===== src/rtl/neighbor_req_arbiter_if.sv =====
// Request/write bundle between the requesting PEs, the arbiter and the neighbor FIFO.
// The master side drives requests, completions and backpressure; the arbiter is the slave.
interface neighbor_req_arbiter_if #(
  parameter int NUM_REQ = 4,
  parameter int ADDR_W  = 17,
  parameter int TAG_W   = 2
);
  logic [NUM_REQ-1:0]        req_valid;
  logic [NUM_REQ*ADDR_W-1:0] req_addr;
  logic [NUM_REQ-1:0]        req_ready;
  logic [NUM_REQ-1:0]        resp_done;
  logic                      wfull;
  logic                      wdata_valid;
  logic [ADDR_W-1:0]         wdata_addr;
  logic [TAG_W-1:0]          wdata_tag;
  logic                      idle;
  logic                      err_underflow;

  modport master (
    output req_valid, req_addr, resp_done, wfull,
    input  req_ready, wdata_valid, wdata_addr, wdata_tag, idle, err_underflow
  );

  modport slave (
    input  req_valid, req_addr, resp_done, wfull,
    output req_ready, wdata_valid, wdata_addr, wdata_tag, idle, err_underflow
  );
endinterface


===== src/rtl/neighbor_req_arbiter.sv =====
// Round-robin arbiter feeding the single neighbor-FIFO write port from NUM_REQ PEs,
// with one holding register per PE and a per-PE outstanding-request limit.
module neighbor_req_arbiter #(
  parameter int NUM_REQ = 4,
  parameter int ADDR_W  = 17,
  parameter int TAG_W   = 2,
  parameter int MAX_OUT = 2
) (
  input  logic clk,
  input  logic reset,
  neighbor_req_arbiter_if.slave bus
);
  localparam int CW = TAG_W + 1;

  logic [NUM_REQ-1:0] hold_valid_reg;
  logic [ADDR_W-1:0]  hold_addr_reg [NUM_REQ];
  logic [2:0]         out_cnt_reg   [NUM_REQ];
  logic [TAG_W-1:0]   rr_ptr_reg;
  logic               err_underflow_reg;

  logic [NUM_REQ-1:0] elig;
  logic [NUM_REQ-1:0] grant_vec;
  logic [NUM_REQ-1:0] cnt_zero;
  logic [NUM_REQ-1:0] underflow_vec;
  logic               grant_valid;
  logic [TAG_W-1:0]   grant_idx;
  logic [CW-1:0]      cand;

  // Scan from the highest offset down so the offset closest to rr_ptr wins last.
  always_comb begin
    grant_valid = 1'b0;
    grant_idx   = '0;
    cand        = '0;
    for (int k = NUM_REQ - 1; k >= 0; k--) begin
      cand = {1'b0, rr_ptr_reg} + CW'(k);
      if (cand >= CW'(NUM_REQ))
        cand = cand - CW'(NUM_REQ);
      if (!bus.wfull && elig[cand[TAG_W-1:0]]) begin
        grant_valid = 1'b1;
        grant_idx   = cand[TAG_W-1:0];
      end
    end
  end

  assign bus.req_ready     = {NUM_REQ{reset}} & ~hold_valid_reg;
  assign bus.wdata_valid   = reset && grant_valid;
  assign bus.wdata_addr    = (reset && grant_valid) ? hold_addr_reg[grant_idx] : '0;
  assign bus.wdata_tag     = (reset && grant_valid) ? grant_idx : '0;
  assign bus.idle          = !reset || (!(|hold_valid_reg) && (&cnt_zero));
  assign bus.err_underflow = err_underflow_reg;

  genvar gi;
  generate
    for (gi = 0; gi < NUM_REQ; gi++) begin : g_pe
      assign elig[gi]          = hold_valid_reg[gi] && (out_cnt_reg[gi] < 3'(MAX_OUT));
      assign grant_vec[gi]     = grant_valid && (grant_idx == TAG_W'(gi));
      assign cnt_zero[gi]      = (out_cnt_reg[gi] == 3'd0);
      assign underflow_vec[gi] = bus.resp_done[gi] && cnt_zero[gi] && !grant_vec[gi];

      always_ff @(posedge clk or negedge reset) begin
        if (!reset) begin
          hold_valid_reg[gi] <= 1'b0;
          hold_addr_reg[gi]  <= '0;
          out_cnt_reg[gi]    <= 3'd0;
        end else begin
          // A granted hold had ready low, so it cannot be refilled in the same edge.
          if (grant_vec[gi]) begin
            hold_valid_reg[gi] <= 1'b0;
          end else if (bus.req_valid[gi] && !hold_valid_reg[gi]) begin
            hold_valid_reg[gi] <= 1'b1;
            hold_addr_reg[gi]  <= bus.req_addr[gi*ADDR_W +: ADDR_W];
          end
          case ({grant_vec[gi], bus.resp_done[gi]})
            2'b10:   out_cnt_reg[gi] <= out_cnt_reg[gi] + 3'd1;
            2'b01:   if (!cnt_zero[gi]) out_cnt_reg[gi] <= out_cnt_reg[gi] - 3'd1;
            default: out_cnt_reg[gi] <= out_cnt_reg[gi];
          endcase
        end
      end
    end
  endgenerate

  always_ff @(posedge clk or negedge reset) begin
    if (!reset) begin
      rr_ptr_reg        <= '0;
      err_underflow_reg <= 1'b0;
    end else begin
      if (grant_valid)
        rr_ptr_reg <= (grant_idx == TAG_W'(NUM_REQ - 1)) ? '0 : grant_idx + TAG_W'(1);
      if (|underflow_vec)
        err_underflow_reg <= 1'b1;
    end
  end
endmodule


===== src/flat_wrapper.sv =====
// flat-port wrapper written by rule: the top's interface ports become plain ports
module neighbor_req_arbiter_flat 
#(
  parameter int NUM_REQ = 4,
  parameter int ADDR_W  = 17,
  parameter int TAG_W   = 2,
  parameter int MAX_OUT = 2
)
  (clk, reset, bus_req_valid, bus_req_addr, bus_resp_done, bus_wfull, bus_req_ready, bus_wdata_valid, bus_wdata_addr, bus_wdata_tag, bus_idle, bus_err_underflow);
  neighbor_req_arbiter_if #(.NUM_REQ(NUM_REQ), .ADDR_W(ADDR_W), .TAG_W(TAG_W)) bus_i ();
  input  logic clk;
  input  logic reset;
  input wire logic [$bits(bus_i.req_valid)-1:0] bus_req_valid;
  input wire logic [$bits(bus_i.req_addr)-1:0] bus_req_addr;
  input wire logic [$bits(bus_i.resp_done)-1:0] bus_resp_done;
  input wire logic [$bits(bus_i.wfull)-1:0] bus_wfull;
  output wire logic [$bits(bus_i.req_ready)-1:0] bus_req_ready;
  output wire logic [$bits(bus_i.wdata_valid)-1:0] bus_wdata_valid;
  output wire logic [$bits(bus_i.wdata_addr)-1:0] bus_wdata_addr;
  output wire logic [$bits(bus_i.wdata_tag)-1:0] bus_wdata_tag;
  output wire logic [$bits(bus_i.idle)-1:0] bus_idle;
  output wire logic [$bits(bus_i.err_underflow)-1:0] bus_err_underflow;
  assign bus_i.req_valid = bus_req_valid;
  assign bus_i.req_addr = bus_req_addr;
  assign bus_i.resp_done = bus_resp_done;
  assign bus_i.wfull = bus_wfull;
  assign bus_req_ready = bus_i.req_ready;
  assign bus_wdata_valid = bus_i.wdata_valid;
  assign bus_wdata_addr = bus_i.wdata_addr;
  assign bus_wdata_tag = bus_i.wdata_tag;
  assign bus_idle = bus_i.idle;
  assign bus_err_underflow = bus_i.err_underflow;
  neighbor_req_arbiter #(.NUM_REQ(NUM_REQ), .ADDR_W(ADDR_W), .TAG_W(TAG_W), .MAX_OUT(MAX_OUT)) u_core (.clk(clk), .reset(reset), .bus(bus_i));
endmodule

===== config.mk =====
export PLATFORM = sky130hd
export DESIGN_NAME = neighbor_req_arbiter_flat
export DESIGN_NICKNAME = d
export VERILOG_FILES = /design/src/rtl/neighbor_req_arbiter_if.sv /design/src/rtl/neighbor_req_arbiter.sv /design/src/flat_wrapper.sv
export SDC_FILE = /design/constraint.sdc
export NUM_CORES = 1
export LEC_CHECK = 0
export CORE_MARGIN = 5
export CORE_UTILIZATION = 30
export CTS_BUF_LIST = sky130_fd_sc_hd__clkbuf_8
export DETAILED_ROUTE_END_ITERATION = 8
export SYNTH_ARGS = -nofsm -noshare
export SYNTH_HDL_FRONTEND = slang
export SYNTH_SLANG_ARGS = --single-unit

===== constraint.sdc =====
create_clock -name clk -period 6.4 [get_ports clk]
set_input_delay 1.28 -clock clk [delete_from_list [all_inputs] [get_ports clk]]
set_output_delay 1.28 -clock clk [all_outputs]
set_load 0.01 [all_outputs]

# Word-level counts from Yosys, hierarchy flattened
# Index checks and enable logic that the tools add are counted.
[totals]
regBits = 87
out_inout_bits = 26
inputBits = 79
word_cells = 169
[op_classes]
n_addsub = 16
n_reduce_logical = 62
order_cmp = 13
n_eq_ne = 15
n_mux = 42
n_bitwise = 7
[op_table]
columns = ["op", "count"]
rows = [
  ["$mux 17", 3],
  ["$bmux 17 s2", 1],
  ["$logic_and 1x1->1", 26],
  ["$pmux 3 s2", 4],
  ["$mux 2", 10],
  ["$mux 1", 16],
  ["$reduce_and 2->1", 8],
  ["$reduce_bool 2->1", 8],
  ["$add 3x1->3 const B", 4],
  ["$eq 2x2->1 const B", 6],
  ["$ge 3x3->1 const B", 4],
  ["$logic_not 3->1", 4],
  ["$lt 2x3->1 const B", 4],
  ["$lt 3x2->1 const B", 4],
  ["$mux 3", 4],
  ["$sub 3x1->3 const B", 4],
  ["$logic_not 1->1", 11],
  ["$eq 2x1->1 const B", 5],
  ["$bmux 1 s2", 4],
  ["$ne 2x2->1 const B", 4],
  ["$reduce_or 4->1", 2],
  ["$sub 2x1->2 const B", 4],
  ["$add 2x2->3 const B", 2],
  ["$and 4x4->4", 1],
  ["9 further kinds", 12],
]

# Logic depth before layout (Yosys ltp)
# Gate-level depths: netlist of run 1.
[logic_depth]
ltp_word = 15
depth_mapped = 18
ltp_nobuf = 14

# Worst setup path before layout of run 1
# No wires, ideal clock.
[synth_timing]
path_kind = "input port to output port"
start = "input bus_wfull"
end = "output bus_wdata_addr[12]"
stages = 8
arrival_time_ps = 2547
required_ps = 5120
n_path_buf = 2
path_slack_ps = 2573
cell_sequence = "nand2b_1 o21bai_1 o21a_1 a21boi_2 buf_6 buf_6 mux2i_1 o211ai_1"
[synth_via]
elab_chain_len = 11
word_cells_on_any_way = 19
classes_between = "mux: 12; bitwise: 1; reduce/logical: 6"
[synth_rtl]
columns = ["element", "line", "text"]
rows = [
  ["start, declared", "flat_wrapper.sv:16", "input wire logic [$bits(bus_i.wfull)-1:0] bus_wfull;"],
  ["$logic_not 1->1 *", "neighbor_req_arbiter.sv:38", "if (!bus.wfull && elig[cand[TAG_W-1:0]]) begin"],
  ["$logic_and 1x1->1", "neighbor_req_arbiter.sv:38", ""],
  ["$mux 2 (4 in a row)", "neighbor_req_arbiter.sv:38", ""],
  ["$not 2->3 (not written as such)", "neighbor_req_arbiter.sv:47", "assign bus.wdata_addr = (reset && grant_valid) ? hold_addr_reg[grant_idx] : '0;"],
  ["$bmux 17 s2", "neighbor_req_arbiter.sv:47", ""],
  ["$mux 17 (not written as such) (2 in a row)", "neighbor_req_arbiter.sv:47", ""],
  ["$mux 17 *", "neighbor_req_arbiter.sv:47", ""],
  ["end, declared", "flat_wrapper.sv:19", "output wire logic [$bits(bus_i.wdata_addr)-1:0] bus_wdata_addr;"],
]
# Every way passes the cells marked *; elsewhere a longest branch is shown, timed or not. The select of a mux whose other input is x is not followed.

# Worst setup path in the final report of run 1
# Same ends and word-level chain as after synthesis.

==> results, run 1 <==
- The number of hold violations in the final report is 0.
- The area added between synthesis and finish is 24.6%.
- The area of the die is between 20000 and 25000 um^2.
- Detailed routing inserted a total of a little over 4000 vias.
- The per-cell routed wire length is ~19 um.
- In the layout the commonest cells are sky130_fd_sc_hd__clkdlybuf4s50_1, sky130_fd_sc_hd__dfrtp_1, sky130_fd_sc_hd__mux2_2.
- The total overflow left after global routing is 0.
- The final max-slew violation count is 0.
- The static leakage is 2.56 nW.
- For this configuration, the core starts out at a cell density of about 30%.
- The number of instances in the synthesized netlist is around 470.
- The post-synthesis instance area is between 5000 and 6000 um^2.
- The die height is 143 um.
- The total negative slack is 0 ps.
- In this run the remaining antenna-violating nets after routing total 0.
- The number of antenna diodes in the final layout is 0.
- In this run the register-to-register setup slack is between 2000 and 2500 ps.
- sky130_fd_sc_hd__dfrtp_1 takes more of the synthesized area than any other cell.
- The time the final worst path needs with I/O delays and setup is between 5000 and 6000 ps.
- The maximum root-to-sink buffer count is 2.
- Cells fill between 30% and 40% of the core in the end.
- Synthesis instantiated 63 different standard cells from the library.
- The transition at the pin with the smallest max-transition slack is around 1100 ps.
- Detailed routing placed a total of around 940 um of wire on met3.
- The critical path starts at bus_wfull.
- Following the worst setup path forward leads to its endpoint at bus_wdata_addr[12].
- The clock latency on the worst-skew pair is between 300 and 400 ps.
- The root buffer cell is sky130_fd_sc_hd__clkbuf_8.
- Derived from the worst setup path, the maximum achievable clock frequency is between 150 and 200 MHz.
- Clock-pin slew was measured on the worst setup and hold paths at approximately 90 ps.
- In this design, the stage delay of the slowest critical-path cell is ~650 ps.
- In this run the top signal layer used is met5.
- The post-cts hold buffer count is 0.
- For this block, the initial DRC count from the detailed router was 265.
- Sorting the synthesized cells by area gives the leading types as sky130_fd_sc_hd__dfrtp_1, sky130_fd_sc_hd__mux2_2, sky130_fd_sc_hd__mux2_4.
- The number of nets handed over by synthesis was approximately 550.
- The routed design has 14.6 mm of wire.
- The worst slew margin relative to its limit is between 20% and 30%.
- The start of the worst register-to-register path is u_core.out_cnt_reg[1].
- The number of cells on the worst reg-to-reg path is 9.
- The number of global-route vias before repair is about 4300.
- The proportion of synthesized flip-flops having asynchronous set or reset is 100%.
- The CTS tree is yes.
- The most common cell after layout, fill and taps aside is sky130_fd_sc_hd__clkdlybuf4s50_1.
- For this run, design rule violations remaining after detail routing come to 0.
- The type of the tightest min-delay check is register to register.
- In this run the critical register-to-register path is captured at u_core.hold_addr_reg[61].
- Entering global routing, the biggest net connects 66 pins.
- The signal on the critical path passes through clkdlybuf4s50_1 > a41oi_4 > nand2_4 > nor3_4 > o221ai_1 > o211ai_1 > clkdlybuf4s50_1.
- The nature of the critical path startpoint is an input port.
- In this run, CTS created clock tree buffers numbering 9.
- The worst setup path is captured at a primary output.
- The placer's final routability congestion estimate is about 0.88.
- The number of port buffers is roughly 100.
- The die span in x is between 100 and 150 um.
- Summed over its instances, the top area cell type makes up between 40 and 50% of the synthesized netlist area.
- The layout cell share with drive strength beyond 1 is a little under a quarter.
- Detailed routing placed a total of slightly above 7 mm of wire on met2.
- Setup violations remaining at the end of the flow were counted as 0.
- The number of iterations in the first detailed-routing pass is 4.
- Averaged over all synthesized cells, the footprint is about 11 um^2.
- The sink count of the clock tree is between 80 and 90.
- The total number of yosys warnings is 0.
- In the final routing, the length of wire on met1 measures 6.30 mm.
- The fraction of the cycle the final worst path needs is approximately 83%.
- Gates resized during post-CTS repair numbered 0.
- For the worst setup path, the data arrival time is slightly above 4000 ps.
- The data required time of the critical path is about 5100 ps.
- Once detailed placement completed, the half-perimeter wirelength came to about 10 mm.
- The maximum clock skew at final layout is 14.5 ps.
- The cell repeated most along the worst path is sky130_fd_sc_hd__clkdlybuf4s50_1.
- The number of placed I/O pins is approximately 110.
- In the routed layout, each cell is associated on average with a via count of ~5.2.
- Buffers added to address setup during post-CTS repair amount to 0.
- The path type of the worst setup path is input port to primary output.
- The max-cap check violation count is 0.
- CTS built an H-tree with a depth of 3.
- The placement row count is between 40 and 50.
- The power per cell area is ~460 nW/um^2.
- Global routing used 14.5% of the available tracks across all layers.
- The area of the placeable core is 17300 um^2.
- The final-stage net count is about 640.
- The register with the most flip-flops in the layout has between 60 and 70 of them.
- Summing the sequential cell areas from Yosys gives approximately two fifths of the chip area.
- The initial antenna violation count came to 1.
- Across the VDD grid, the largest voltage drop is 0.169 mV.
- The highest net fanout along the worst path is 17.
- The wire length of the first global-routing pass is 23.2 mm.
- The post-synthesis sequential element count is a little under 90.
- The highest-delay cell along the critical path is sky130_fd_sc_hd__nor3_4.
- The run finished with clean final reports.
- The number of enable-type register cells in the synthesized netlist is 0.
- For this run, the leading register cell type out of synthesis is sky130_fd_sc_hd__dfrtp_1.
- Setup repair after global routing left no endpoint under its margin.
-- how the worst min path moves through the flow --
stage                                  start                  endpoint  slack, ps  depth (start not counted)
floorplan           u_core.hold_addr_reg[40]  u_core.hold_addr_reg[40]        480                          1
global placement    u_core.bus.err_underflow  u_core.bus.err_underflow        490                          2
detailed placement  u_core.bus.err_underflow  u_core.bus.err_underflow        490                          2
CTS                 u_core.bus.err_underflow  u_core.bus.err_underflow        510                          2
global route        u_core.hold_addr_reg[37]  u_core.hold_addr_reg[37]        530                          1
finish              u_core.bus.err_underflow  u_core.bus.err_underflow        500                          2
-- metal layers --
metal,GRT usage (%),up-vias
met5,0,-
met4,2.85,2
li1,-,1915
met1,18.2,2009
met3,5.32,15
met2,24.1,111
-- Yosys cell counts (all sizes together) (3+ instances only) --
master  instances
dfrtp          87
mux2           87
nand3          39
buf            31
nor2           27
mux2i          19
o221ai         19
o211ai         18
a21oi          13
nand2          13
o21ai          10
nor3            9
clkbuf          8
ha              8
nor3b           8
xnor2           7
inv             5
nor2b           5
nand4           4
o21a            4
or3b            4
a211oi          3
a31o            3
a41oi           3
nand3b          3
nor4bb          3
-- cells by family after synthesis --
| family | count (synthesis) | share of synthesized area (%) |
|---|---|---|
| AO/OA/AOI/OAI | 83 | 11.9 |
| XOR/XNOR | 8 | 1.32 |
| adder cells (fa/ha/maj) | 8 | 1.89 |
| buffers and inverters | 45 | 5.70 |
| flip-flops | 87 | 41.1 |
| multiplexers | 106 | 23.5 |
| AND/OR/NAND/NOR | 130 | 14.6 |
-- per-stage QoR --
step | setup WS [ps] | area, um^2 | hold slack, ps | power (mW) | instances
CTS | 1070 | 6600 | 514 | 3.07 | 779
detailed placement | 1080 | 6380 | 494 | 2.63 | 763
global placement | 1110 | 6380 | 488 | 2.58 | 763
global route | 904 | 6600 | 534 | 3.28 | 779
finish | 1090 | 6600 | 500 | 3.04 | 779
floorplan | 2570 | 5290 | 480 | 2.24 | 467
-- worst max-delay path: cells and delay by family --
kind                   cells  cell delay [ps]
AND/OR/NAND/NOR            2              790
AO/OA/AOI/OAI              3              840
buffers and inverters      2             1120
-- where the power goes --
part | leakage [nW] | switching (mW) | internal [mW] | total (mW)
Sequential | 1.03 | 0.267 | 0.819 | 1.09
Clock | 0.101 | 0.224 | 0.197 | 0.421
Combinational | 1.42 | 0.743 | 0.791 | 1.53
Total | 2.56 | 1.23 | 1.81 | 3.04
-- final cells by class --
| class | count | area [um^2] |
|---|---|---|
| clock buffers | 10 | 138 |
| clock inverters | 6 | 73.8 |
| fillers | 1732 | 10700 |
| inverters | 6 | 23.8 |
| multi-input cells | 335 | 2820 |
| flip-flops and latches | 87 | 2180 |
| well taps | 225 | 282 |
| repair buffers | 110 | 1080 |
No activity file was read; power rests on OpenSTA's default activity.
==> inputs of run 2 (changes only) <==
Clock period 6.4 ns to 4.3 ns, I/O delays scaled along.
==> run 2 against run 1 <==
Cell count increased by 1.0%. Count of clock-buffer cells in the layout unchanged. Die area unchanged.
==> results, run 2 (synthesis gave the netlist of run 1 again) <==
- For the worst flop-to-flop path, the logic depth is 14.
- The static leakage is roughly 2.6 nW.
- No sink is reached through more buffers than the 2 on the longest clock path.
- The signal on the critical path passes through clkdlybuf4s50_1 > nand2b_1 > o21bai_1 > o21a_1 > a21boi_2 > buf_12 > mux2i_1 > o211ai_1 > clkdlybuf4s50_1.
- The worst-case IR drop observed on VDD is 0.253 mV.
- The final-stage net count is approximately 650.
- In the routed design, unresolved DRC markers number 0.
- Detailed placement ended at an HPWL of approximately 11 mm.
- The type of the tightest min-delay check is input port to async pin.
- Combinational logic is responsible for about 53% of the overall power.
- Of the cells placed in the final design, the portion with a size suffix greater than 1 is approximately a quarter.
- For this design the top-level I/O count stands at approximately 110.
- Summing over every cut layer, the via total after detailed routing is 4130.
- The power per cell area is 683 nW/um^2.
- The effective utilization at floorplan is a little under a third.
- The most numerous cell type found on the critical path is sky130_fd_sc_hd__clkdlybuf4s50_1.
- The worst path in the final design needs a cycle of ~4200 ps, including I/O delays and setup.
- The remaining number of nets flagged by the antenna check after routing is 0.
- The worst setup margin is roughly 110 ps.
- The first global-routing pass estimated ~23 mm of wire.
- The number of setup violations in the final report is 0.
- The minimum setup slack after placement is 106 ps.
- The number of hold violations in the final report came to 0.
- STA puts the critical path data arrival time at 3330 ps.
- The repair_antennas step left the layout with diodes totalling 0.
- The endpoint identified for the worst register-to-register timing path is u_core.out_cnt_reg[10].
- The wire length the detailed router placed on met1 is 6.20 mm.
- Setup repair after global routing left no endpoint under its margin.
- Across the whole layout, storage elements account for about 2200 um^2.
- The fraction of the cycle the final worst path needs is a little over nine tenths.
- The largest net degree at the start of global routing is 78.
- On the final layout, the worst clock skew is between 10 and 15 ps.
- The maximum level of the CTS H-tree is 3.
- After clock tree synthesis, the setup repair step added 0 buffers.
- The worst pin sits at a relative slew slack of between 30% and 40%.
- Summed over all failing endpoints, the final setup total negative slack is 0 ps.
- For this run, the detailed router's first-pass iteration total came to 4.
- The top cell types in the final layout, fill and taps aside, are sky130_fd_sc_hd__clkdlybuf4s50_1, sky130_fd_sc_hd__dfrtp_1, sky130_fd_sc_hd__mux2_2.
- Of all nets on the critical path, the largest fanout is 17.
- The number of global-route vias before repair is about 4200.
- The final max-slew violation count is 0.
- The floorplan step set the die height to ~140 um.
- The critical path contains buffers and inverters numbering 3 combined.
- The max-cap check violation count is 0.
- The path type of the worst setup path is input port to primary output.
- The placement row count is 48.
- In the final layout, the multi-input gates occupy roughly 2800 um^2.
- The nature of the critical path startpoint is an input port.
- The DRC violation total after the first TritonRoute iteration is 253.
- The start of the worst register-to-register path is u_core.out_cnt_reg[8].
- The CTS tree is yes.
- Cell internal power was estimated by the tool at between 2 and 3 mW.
- The flow ran to the end, and the final reports show no timing, DRC or antenna violations.
- Derived from the worst setup path, the maximum achievable clock frequency is 239 MHz.
- In the final routed layout, each cell accounts on average for 18.4 um.
- The die is around 140 um wide.
- The residual overflow from global routing is 0.
- The part of the total power dissipated in the clock network is approximately 12%.
- The clock latency on the worst-skew pair is approximately 370 ps.
- The type of element capturing the critical path is a primary output.
- The transition at the pin with the smallest max-transition slack is about 1000 ps.
- The tree is rooted in a sky130_fd_sc_hd__clkbuf_8.
- The slack of the worst reg-to-reg path is between 800 and 900 ps.
- The initial antenna violation count is 1.
- The filler cell count in the final layout is about 1700.
- For this run, the share of the core covered by cells in the final layout is approximately two fifths.
- The delay contributed by the slowest stage of the critical path is roughly 600 ps.
- The detailed-route vias per instance is ~5.2.
- The core region is roughly 17000 um^2.
- The final layout contains routed wiring with a total length of 14.4 mm.
- The highest-delay cell along the critical path is sky130_fd_sc_hd__clkdlybuf4s50_1.
- In this run switching power makes up between 40% and 50% of total power.
- The number of buffers created by CTS is 9.
- Sequential cells account for roughly 36% of the total power.
- After clock tree synthesis, the clock-pin slew on the worst setup and hold paths is around 80 ps.
- The switching power of the nets is about 1.8 mW.
- The die covers 20400 um^2.
- Leaving out fill and tap cells, the most frequent cell in the layout is sky130_fd_sc_hd__clkdlybuf4s50_1.
- Grouping stages by cell kind, the critical path spends the most delay in buffers and inverters.
- The clock drives 87 sinks.
- After detailed routing, the met3 layer carries 973 um of wire.
- The global routing usage summed across all routing layers is about 14%.
- After detailed routing, no signal wire sits above met5.
- The flip-flop count of the largest register after layout is between 60 and 70.
- The area added between synthesis and finish is 27.1%.
- The congestion estimate from routability-driven global placement came to about 0.84.
- The routed length on met2 is around 7.1 mm.
- The data required time of the critical path is 3440 ps.
- In this run the tool buffered the top-level ports with 104 buffer cells.
[run 2: changes by cell type in the layout (fill, tap and decap cells not counted), moves of 2 or more]
cell and delta:
sky130_fd_sc_hd__buf_12 +6, sky130_fd_sc_hd__buf_4 +2, sky130_fd_sc_hd__or3b_1 -2, sky130_fd_sc_hd__or3b_4 +2
[run 2: cell type report]
class / instances / share of cell area [%]
clock buffer: 10 / 2.05
clock inverter: 5 / 0.521
inverter: 6 / 0.353
multi-input combinational: 335 / 42.2
sequential: 87 / 32.4
tap: 225 / 4.19
timing repair buffer: 119 / 18.3
[run 2: worst register-to-register path: cells and delay by family (launching register included)]
| family | cells | cell delay (ps) |
|---|---|---|
| simple gates | 5 | 1160 |
| compound gates | 4 | 720 |
| fa+ha+maj | 2 | 520 |
| flops | 1 | 490 |
| buf+inv | 2 | 280 |
| xor+xnor | 1 | 140 |
[run 2: repair_timing]
item,4_1_cts,5_1_grt
gates resized for setup,0,6
hold buffers,0,0
setup endpoints to repair,0,17
[run 2: routing by layer]
metal	up-vias	global-route usage [%]
met5	-	0
met2	130	24.2
met4	2	3.20
met1	2052	17.8
met3	18	4.62
li1	1928	-
[run 2: power groups by stage]
stage | combinational, mW | sequential [mW] | clock (mW)
after detailed placement | 2.41 | 1.63 | 0
after floorplan | 1.90 | 1.44 | 0
after global routing | 2.64 | 1.68 | 0.593
after global placement | 2.35 | 1.62 | 0
after CTS | 2.43 | 1.62 | 0.559
final | 2.43 | 1.63 | 0.531
[run 2: per-stage QoR]
stage          area (um^2)  power [mW]  std cells  hold WS, ps
2_1_floorplan         5290        3.33        467          480
5_1_grt               6730        4.92        787          330
3_3_place_gp          6530        3.97        772          488
4_1_cts               6700        4.60        787          331
6_report              6730        4.59        787          356
3_5_place_dp          6530        4.05        772          494
[run 2: how the worst max path moves through the flow]
stage                              start                       end  cells after the start
floorplan           u_core.rr_ptr_reg[1]  u_core.hold_addr_reg[40]                     12
global placement               bus_wfull         bus_wdata_addr[2]                      9
CTS                 u_core.rr_ptr_reg[1]         bus_wdata_addr[2]                      8
finish                         bus_wfull         bus_wdata_addr[2]                      9
detailed placement             bus_wfull         bus_wdata_addr[2]                      9
global route                   bus_wfull         bus_wdata_addr[2]                      9
